<file path="config.mk">
export PLATFORM = sky130hd
export DESIGN_NAME = lsu_ctrl_flat
export DESIGN_NICKNAME = d
export VERILOG_FILES = /design/src/rtl/lsu_ctrl_if.sv /design/src/rtl/lsu_ctrl.sv /design/src/flat_wrapper.sv
export SDC_FILE = /design/constraint.sdc
export NUM_CORES = 1
export LEC_CHECK = 0
export ABC_AREA = 1
export ABC_CLOCK_PERIOD_IN_PS = 5100
export CAP_MARGIN = 25
export CORE_MARGIN = 2
export CORE_UTILIZATION = 40
export CTS_CLUSTER_SIZE = 10
export DETAILED_ROUTE_END_ITERATION = 8
export PLACE_DENSITY = 0.66
export SLEW_MARGIN = 20
export SYNTH_ARGS = -nofsm -noshare
export SYNTH_HDL_FRONTEND = slang
export SYNTH_SLANG_ARGS = --single-unit
</file>
<file path="constraint.sdc">
create_clock -name clk -period 5.1 [get_ports clk]
set_input_delay 1.02 -clock clk [delete_from_list [all_inputs] [get_ports clk]]
set_output_delay 1.02 -clock clk [all_outputs]
set_load 0.02 [all_outputs]
</file>
<file path="src/rtl/lsu_ctrl_if.sv">
`default_nettype none
// ============================================================================
// Module : lsu_ctrl_if
// Brief  : CPU request/response and data-memory signal bundle for lsu_ctrl.
// Rev    : 1.0  initial release
// ============================================================================
interface lsu_ctrl_if #(
    parameter int ADDR_W = 10
);
    logic              req;
    logic              req_we;
    logic [1:0]        req_size;
    logic              req_signed;
    logic [ADDR_W-1:0] req_addr;
    logic [31:0]       req_wdata;
    logic              busy;
    logic              done;
    logic              err;
    logic [31:0]       rdata;
    logic [ADDR_W-1:0] dm_addr;
    logic [31:0]       dm_din;
    logic              dm_we;
    logic [31:0]       dm_dout;

    modport slave (
        input  req, req_we, req_size, req_signed, req_addr, req_wdata, dm_dout,
        output busy, done, err, rdata, dm_addr, dm_din, dm_we
    );

    modport master (
        output req, req_we, req_size, req_signed, req_addr, req_wdata, dm_dout,
        input  busy, done, err, rdata, dm_addr, dm_din, dm_we
    );
endinterface
`default_nettype wire

</file>
<file path="src/rtl/lsu_ctrl.sv">
`default_nettype none
// ============================================================================
// Module : lsu_ctrl
// Brief  : Load/store unit controller; byte/half/word access with sign
//          extension and read-modify-write for sub-word stores.
// Rev    : 1.0  initial release
// ============================================================================
module lsu_ctrl #(
    parameter int ADDR_W = 10
) (
    input  wire logic   clk,
    input  wire logic   rst,
    lsu_ctrl_if.slave   bus
);
    typedef enum logic [2:0] {
        IDLE = 3'd0,
        RD   = 3'd1,
        RCAP = 3'd2,
        WR   = 3'd3,
        DONE = 3'd4
    } state_t;

    state_t            r_state;
    state_t            w_next;
    logic              r_we;
    logic [1:0]        r_size;
    logic              r_signed;
    logic [ADDR_W-1:0] r_addr;
    logic [31:0]       r_wdata;
    logic [31:0]       r_cap;
    logic              r_err;
    logic [31:0]       r_rdata;

    logic              w_reject;
    logic [7:0]        w_lane;
    logic [15:0]       w_half;
    logic [31:0]       w_extract;
    logic [31:0]       w_merge;
    logic [ADDR_W-1:0] w_aligned;
    logic [4:0]        w_byte_base;
    logic [4:0]        w_half_base;

    assign w_reject = (bus.req_size == 2'b11) ||
                      ((bus.req_size == 2'b01) && bus.req_addr[0]) ||
                      ((bus.req_size == 2'b10) && (bus.req_addr[1:0] != 2'b00));

    assign w_aligned   = {r_addr[ADDR_W-1:2], 2'b00};
    assign w_byte_base = {r_addr[1:0], 3'b000};
    assign w_half_base = {r_addr[1], 4'b0000};

    always_ff @(posedge clk) begin
        if (rst) begin
            r_state  <= IDLE;
            r_we     <= 1'b0;
            r_size   <= 2'b00;
            r_signed <= 1'b0;
            r_addr   <= '0;
            r_wdata  <= '0;
            r_cap    <= '0;
            r_err    <= 1'b0;
            r_rdata  <= '0;
        end else begin
            r_state <= w_next;
            if (r_state == IDLE && bus.req) begin
                r_we     <= bus.req_we;
                r_size   <= bus.req_size;
                r_signed <= bus.req_signed;
                r_addr   <= bus.req_addr;
                r_wdata  <= bus.req_wdata;
                r_err    <= w_reject;
            end
            if (r_state == RCAP) begin
                r_cap <= bus.dm_dout;
                if (!r_we) begin
                    r_rdata <= w_extract;
                end
            end
        end
    end

    always_comb begin
        w_next = r_state;
        case (r_state)
            IDLE: begin
                if (bus.req) begin
                    if (w_reject)
                        w_next = DONE;
                    else if (bus.req_we && bus.req_size == 2'b10)
                        w_next = WR;
                    else
                        w_next = RD;
                end
            end
            RD:      w_next = RCAP;
            RCAP:    w_next = r_we ? WR : DONE;
            WR:      w_next = DONE;
            DONE:    w_next = IDLE;
            default: w_next = IDLE;
        endcase
    end

    // Load extraction operates on the word arriving during RCAP.
    always_comb begin
        w_lane    = bus.dm_dout[w_byte_base +: 8];
        w_half    = bus.dm_dout[w_half_base +: 16];
        w_extract = bus.dm_dout;
        case (r_size)
            2'b00:   w_extract = {{24{r_signed & w_lane[7]}}, w_lane};
            2'b01:   w_extract = {{16{r_signed & w_half[15]}}, w_half};
            default: w_extract = bus.dm_dout;
        endcase
    end

    always_comb begin
        w_merge = r_cap;
        case (r_size)
            2'b00:   w_merge[w_byte_base +: 8]  = r_wdata[7:0];
            2'b01:   w_merge[w_half_base +: 16] = r_wdata[15:0];
            default: w_merge = r_wdata;
        endcase
    end

    assign bus.busy    = (r_state != IDLE);
    assign bus.done    = (r_state == DONE);
    assign bus.err     = (r_state == DONE) && r_err;
    assign bus.rdata   = r_rdata;
    assign bus.dm_we   = (r_state == WR);
    assign bus.dm_din  = (r_state == WR) ? w_merge : 32'd0;
    assign bus.dm_addr = (r_state == RD || r_state == RCAP || r_state == WR) ?
                         w_aligned : '0;
endmodule
`default_nettype wire
</file>
<file path="src/flat_wrapper.sv">
// flat-port wrapper written by rule: the top's interface ports become plain ports
module lsu_ctrl_flat 
#(
    parameter int ADDR_W = 10
)
  (clk, rst, bus_req, bus_req_we, bus_req_size, bus_req_signed, bus_req_addr, bus_req_wdata, bus_dm_dout, bus_busy, bus_done, bus_err, bus_rdata, bus_dm_addr, bus_dm_din, bus_dm_we);
  lsu_ctrl_if #(.ADDR_W(ADDR_W)) bus_i ();
  input  wire logic clk;
  input  wire logic rst;
  input wire logic [$bits(bus_i.req)-1:0] bus_req;
  input wire logic [$bits(bus_i.req_we)-1:0] bus_req_we;
  input wire logic [$bits(bus_i.req_size)-1:0] bus_req_size;
  input wire logic [$bits(bus_i.req_signed)-1:0] bus_req_signed;
  input wire logic [$bits(bus_i.req_addr)-1:0] bus_req_addr;
  input wire logic [$bits(bus_i.req_wdata)-1:0] bus_req_wdata;
  input wire logic [$bits(bus_i.dm_dout)-1:0] bus_dm_dout;
  output wire logic [$bits(bus_i.busy)-1:0] bus_busy;
  output wire logic [$bits(bus_i.done)-1:0] bus_done;
  output wire logic [$bits(bus_i.err)-1:0] bus_err;
  output wire logic [$bits(bus_i.rdata)-1:0] bus_rdata;
  output wire logic [$bits(bus_i.dm_addr)-1:0] bus_dm_addr;
  output wire logic [$bits(bus_i.dm_din)-1:0] bus_dm_din;
  output wire logic [$bits(bus_i.dm_we)-1:0] bus_dm_we;
  assign bus_i.req = bus_req;
  assign bus_i.req_we = bus_req_we;
  assign bus_i.req_size = bus_req_size;
  assign bus_i.req_signed = bus_req_signed;
  assign bus_i.req_addr = bus_req_addr;
  assign bus_i.req_wdata = bus_req_wdata;
  assign bus_i.dm_dout = bus_dm_dout;
  assign bus_busy = bus_i.busy;
  assign bus_done = bus_i.done;
  assign bus_err = bus_i.err;
  assign bus_rdata = bus_i.rdata;
  assign bus_dm_addr = bus_i.dm_addr;
  assign bus_dm_din = bus_i.dm_din;
  assign bus_dm_we = bus_i.dm_we;
  lsu_ctrl #(.ADDR_W(ADDR_W)) u_core (.clk(clk), .rst(rst), .bus(bus_i));
endmodule
</file>
==> results.toml, run 1 <==
[worst_hold_path]
min_from = "u_core.r_addr[4]"
whs_path_depth = 2
whs_endpoint = "u_core.r_addr[4]"
hp-class = "flop to flop"

[synthesis]
synth_area_um2 = 5970
ys.flop_type = "dfxtp_1"
yosys_register_bits = 114
avgSynthCellArea_um2 = 6.70
synthArstFlopShare = 0
synth.distinct_cells = 30
synth-edff-count = 0
yosys_warnings = 0
synthCells = 891
synth-seq-area-share = 0.383

[worst_setup_path]
crit_path_end_kind = "output port"
regToRegSetupSlack_ns = 2.76
max_stage_delay_ns = 0.76
crit_buf_inv = 4
reg2reg_from = "u_core.r_state[2]"
path_max_fanout = 28
rr_endpoint = "u_core.r_addr[1]"
cp.required_ns = 4.08
crit_chain = "buf_4 > inv_2 > ha_1 > clkinv_1 > nor4_2 > nand2_1 > a21oi_1 > clkdlybuf4s50_1"
startpoint = "u_core.r_addr[1]"
cpLargestDelayFamily = "buffers and inverters"
critPathLaunchType = "flop"
rr_worst_depth = 7
crit_type = "flop to output port"
cp_slowest_cell = "nor4_2"
arrival_ns = 3.61

[placement]
dp.final_hpwl_mm = 14.6
place_congestion = 0.935
pre_cts_ws_ns = 1.04
portBuffers = 156

[clocking]
clk_latency_ns = 0.43
htreeDepth = 4
postCtsResizedCells = 0
clk_pin_slew_ns = 0.05
clock-root-buffer = "clkbuf_16"
tritoncts = "yes"
cts_made_buffers = 17
post_cts_buffers = 0
hold_buffers = 0
clk_path_buf_depth = 2
cts_sinks = 114

[timing]
setup_viol = 0
maxSlewHeadroom = 0.363
finalSetupTns_ns = 0
max_freq_mhz = 216
rsz0062_at_grt = "false"
finClkSkew_ns = 0.0103
timing.final.max_slew_violations = 0
hold_viol = 0
worst_slack_ns = 0.469
min_period_ns = 4.63
tightest_slew_ns = 0.955
period_share = 0.908

[layout]
syn_to_final_growth_pct = 37.6
nFillCells = 1418
n_antenna_cell = 0
drive_above_1_share = 0.0684
nNetsFinal = 1097

[routing]
drt-total-wl_mm = 21.3
dr.pass1.iters = 5
drt_drc_violations_left = 0
ant_nets = 0
viasPerCell = 5.54
first_iter_violations = 707
routedWlPerCell_um = 17.6
vias = 6688

[die]
die_w_um = 126
pin_count = 159
dieArea_um2 = 15900
placementRows = 44
coreArea_um2 = 14500
die_y_um = 126
start_util = 0.410

[global_routing]
grt_pass1_wl_mm = 33.3
antenna_found_initial = 0
overflow = 0
grt_pass1_vias = 6258
grt.total_usage = 0.265
grt_max_degree = 67

[power]
irDropWorstVdd_v = 0.000255
power.switching_uw = 818
clock_power_share = 0.453
intPower_mw = 1.94
p_leak_nw = 2.95
p_comb_frac = 0.187
sw_frac_of_total = 0.297
cellPowerDensity_nw_per_um2 = 336
seq_power_share = 0.360

[run_status]
status = "completed"

[flow_run]
drv_cap = 0
## cell type report
type	instances	area, µm²	area share
Multi-Input combinational cell	632	3100	0.378
Sequential cell	114	2280	0.278
Timing Repair Buffer	170	1690	0.205
Clock buffer	20	467	0.0569
Inverter	76	285	0.0348
Tap cell	184	230	0.0280
Clock inverter	12	154	0.0188
## cell families after synthesis
| group | after synthesis | share of synthesized area |
|---|---|---|
| adders and majority gates | 5 | 0.0105 |
| DFF | 114 | 0.383 |
| AOI/OAI and AO/OA | 376 | 0.332 |
| buffers and inverters | 146 | 0.0984 |
| and+or+nand+nor | 249 | 0.176 |
| other | 1 | 0.000629 |
## power by group through the flow
stage / Clock [mW] / Combinational (mW) / Sequential, mW
6_report: 1.25 / 0.515 / 0.993
5_1_grt: 1.31 / 0.570 / 0.999
3_3_place_gp: 0 / 0.504 / 1.01
4_1_cts: 1.26 / 0.509 / 0.991
3_5_place_dp: 0 / 0.506 / 1.01
2_1_floorplan: 0 / 0.309 / 1.01
## tightest hold or removal path: cells and delay by family (launching register included)
kind	cells	cell delay, ns
compound gates	1	0.05
flops	1	0.29
buf+inv	1	0.06
## metal layers
layer,global-route usage,routed length (µm)
met1,0.360,9280
met2,0.398,9550
met3,0.0765,1920
met4,0.103,531
met5,0,0
## Yosys cell counts, types with 3 or more instances
cell type / number / area, µm²
a21oi_1: 193 / 966
nand2_1: 150 / 563
o21ai_0: 126 / 631
dfxtp_1: 114 / 2280
inv_1: 68 / 255
clkbuf_1: 48 / 180
nand3_1: 46 / 230
nor2_1: 36 / 135
o22ai_1: 24 / 150
buf_2: 16 / 80.1
a21oi_2: 10 / 87.6
o21ai_1: 9 / 45.0
nand4_1: 8 / 50.1
o21a_1: 8 / 60.1
inv_2: 7 / 26.3
a22oi_1: 5 / 37.5
ha_1: 5 / 62.6
buf_4: 3 / 22.5
## per-stage QoR
step	hold WS, ns	area (µm²)	power, mW	instances	utilization
floorplan	0.430	5970	1.32	892	-
global placement	0.443	7560	1.51	1175	0.520
detailed placement	0.447	7560	1.52	1175	0.520
CTS	0.455	8180	2.76	1207	0.563
global route	0.477	8210	2.87	1208	0.565
finish	0.452	8210	2.76	1208	0.565
## how the worst max path moves through the flow
stage / to / slack, ns / depth (start not counted)
CTS: bus_dm_din[2] / 0.56 / 8
global route: bus_dm_din[1] / 0.27 / 8
global placement: bus_dm_din[6] / 1.11 / 8
floorplan: bus_dm_din[29] / 2.03 / 10
detailed placement: bus_dm_din[2] / 1.04 / 8
finish: bus_dm_din[6] / 0.47 / 8
## state kept, by name (all words and copies together) (netlist names)
signal / count
u_core.bus.rdata: 32
u_core.r_addr: 10
u_core.r_cap: 32
u_core.r_err: 1
u_core.r_signed: 1
u_core.r_size: 2
u_core.r_state: 3
u_core.r_wdata: 32
u_core.r_we: 1
## placed cells by master (no fill, tap or decap), drive strengths merged
| cell | n |
|---|---|
| inv | 76 |
| bufinv | 3 |
| clkinv | 6 |
| clkinvlp | 3 |
| nand3b | 1 |
| nor2 | 38 |
| nor3 | 3 |
| nor4 | 1 |
| a31oi | 1 |
| o22ai | 24 |
| a22oi | 5 |
| nand3 | 47 |
| nand2 | 151 |
| dfxtp | 114 |
| a21oi | 203 |
| buf | 14 |
| ha | 5 |
| conb | 2 |
| clkbuf | 20 |
| nand4 | 8 |
| clkdlybuf4s50 | 156 |
| o21a | 8 |
| o21ai | 135 |
Note: power is estimated with default switching activity, not from simulation.
==> run 2: changes to the inputs <==
--- a/config.mk
+++ b/config.mk
@@ -10,7 +10,7 @@
 export CAP_MARGIN = 25
 export CORE_MARGIN = 2
 export CORE_UTILIZATION = 40
-export CTS_CLUSTER_SIZE = 10
+export CTS_CLUSTER_SIZE = 24
 export DETAILED_ROUTE_END_ITERATION = 8
 export PLACE_DENSITY = 0.66
 export SLEW_MARGIN = 20
==> results of run 2 <==
Final layout, timing and power as in run 1 (identical DEF).
==> run 3: changes to the inputs <==
==> constraint.sdc (replaced) <==
create_clock -name clk -period 5.1 [get_ports clk]
set_input_delay 1.02 -clock clk [delete_from_list [all_inputs] [get_ports clk]]
set_output_delay 1.02 -clock clk [all_outputs]
set_load 0.1 [all_outputs]
==> run 3 against run 2 <==
Setup slack better by 0.49 ns. Sequential power is 0.5% higher. Critical path depth is 1 lower. Utilization is 0.94 points lower.
==> results.toml, run 3 (synthesis results as in run 1) <==
[layout]
final_cell_mix = "a21oi_1 (193), nand2_1 (150), o21ai_0 (126)"
design_area_um2 = 8070
postLayoutCoreUtil = 0.555
seq_area_um2 = 2280
final_common_cell = "a21oi_1"
syn_to_final_growth_pct = 35.3
drive_above_1_share = 0.0987
n_antenna_cell = 0
fin_cells = 1207
nFillCells = 1457
nNetsFinal = 1097
multi_input_area_um2 = 3100

[die]
die_y_um = 126
die_w_um = 126
start_util = 0.410
placementRows = 44
dieArea_um2 = 15900
coreArea_um2 = 14500
pin_count = 159

[worst_setup_path]
path_max_fanout = 17
crit_chain = "inv_1 > ha_1 > clkinv_1 > nor4_2 > nand2_1 > a21oi_1 > buf_4"
cpLargestDelayFamily = "buffers and inverters"
max_stage_delay_ns = 0.75
crit_path_end_kind = "output port"
arrival_ns = 3.12
cp_slowest_cell = "nor4_2"
critPathLaunchType = "flop"
crit_buf_inv = 3
crit_type = "flop to output port"
cp.required_ns = 4.08

[power]
cellPowerDensity_nw_per_um2 = 340
finalPower_mw = 2.75
p_leak_nw = 2.99
irDropWorstVdd_v = 0.000256

[clocking]
post_cts_buffers = 0
clk_latency_ns = 0.42
htreeDepth = 4
tritoncts = "yes"
cts_sinks = 114
clock-root-buffer = "clkbuf_16"
hold_buffers = 0
cts_made_buffers = 17
clk_path_buf_depth = 2
clk_pin_slew_ns = 0.05
postCtsResizedCells = 0

[global_routing]
grt_pass1_wl_mm = 33.3
overflow = 0
grt.total_usage = 0.267
grt_max_degree = 81
antenna_found_initial = 0
grt_pass1_vias = 6105

[flow_run]
drv_cap = 0

[timing]
setup_viol = 0
period_share = 0.811
max_freq_mhz = 242
tightest_slew_ns = 1.01
rsz0062_at_grt = "false"
hold_viol = 0
min_period_ns = 4.14
whs_ns = 0.453
timing.final.max_slew_violations = 0
finalSetupTns_ns = 0
worst_slack_ns = 0.962
maxSlewHeadroom = 0.327
finClkSkew_ns = 0.00551

[run_status]
status = "completed"

[placement]
placed_area_um2 = 7480
dp.final_hpwl_mm = 14.8
pre_cts_ws_ns = 1.51
place_congestion = 0.927
numPlacedInstances = 1175
portBuffers = 156

[routing]
routedWlPerCell_um = 17.9
ant_nets = 0
vias = 6756
viasPerCell = 5.60
drt-total-wl_mm = 21.6
drt_drc_violations_left = 0
first_iter_violations = 684
dr.pass1.iters = 8

[worst_hold_path]
hp-class = "flop to flop"
## run 3: cell type report
class | instances | area share
sequential | 114 | 0.283
inverter | 76 | 0.0353
multi-input combinational | 632 | 0.384
timing repair buffer | 170 | 0.199
clock buffer | 21 | 0.0595
tap | 184 | 0.0285
clock inverter | 10 | 0.0104
## run 3: path summary, 6_finish.rpt
| path | from | endpoint | slack, ns | depth (start not counted) |
|---|---|---|---|---|
| hold reg to reg | u_core.r_addr[3] | u_core.r_addr[3] | 0.45 | 2 |
| setup / recovery | u_core.r_addr[0] | bus_dm_din[4] | 0.96 | 7 |
| setup reg to reg | u_core.r_size[1] | u_core.bus.rdata[16] | 2.86 | 7 |
| hold / removal | u_core.r_addr[3] | u_core.r_addr[3] | 0.45 | 2 |
## run 3: routing by layer
layer,global-route usage,wire [µm]
met5,0,0
met4,0.0963,439
met3,0.0667,1840
met2,0.404,9820
met1,0.368,9530
## run 3: report_power, final
| group | internal (mW) | switching [mW] |
|---|---|---|
| Combinational | 0.183 | 0.434 |
| Sequential | 0.950 | 0.0478 |
| Clock | 0.712 | 0.420 |
| Total | 1.85 | 0.902 |
## run 3: tightest hold or removal path: cells and delay by family, from the launching register on
family                 cells  cell delay, ns
DFF                        1            0.30
buffers and inverters      1            0.06
AOI/OAI and AO/OA          1            0.05
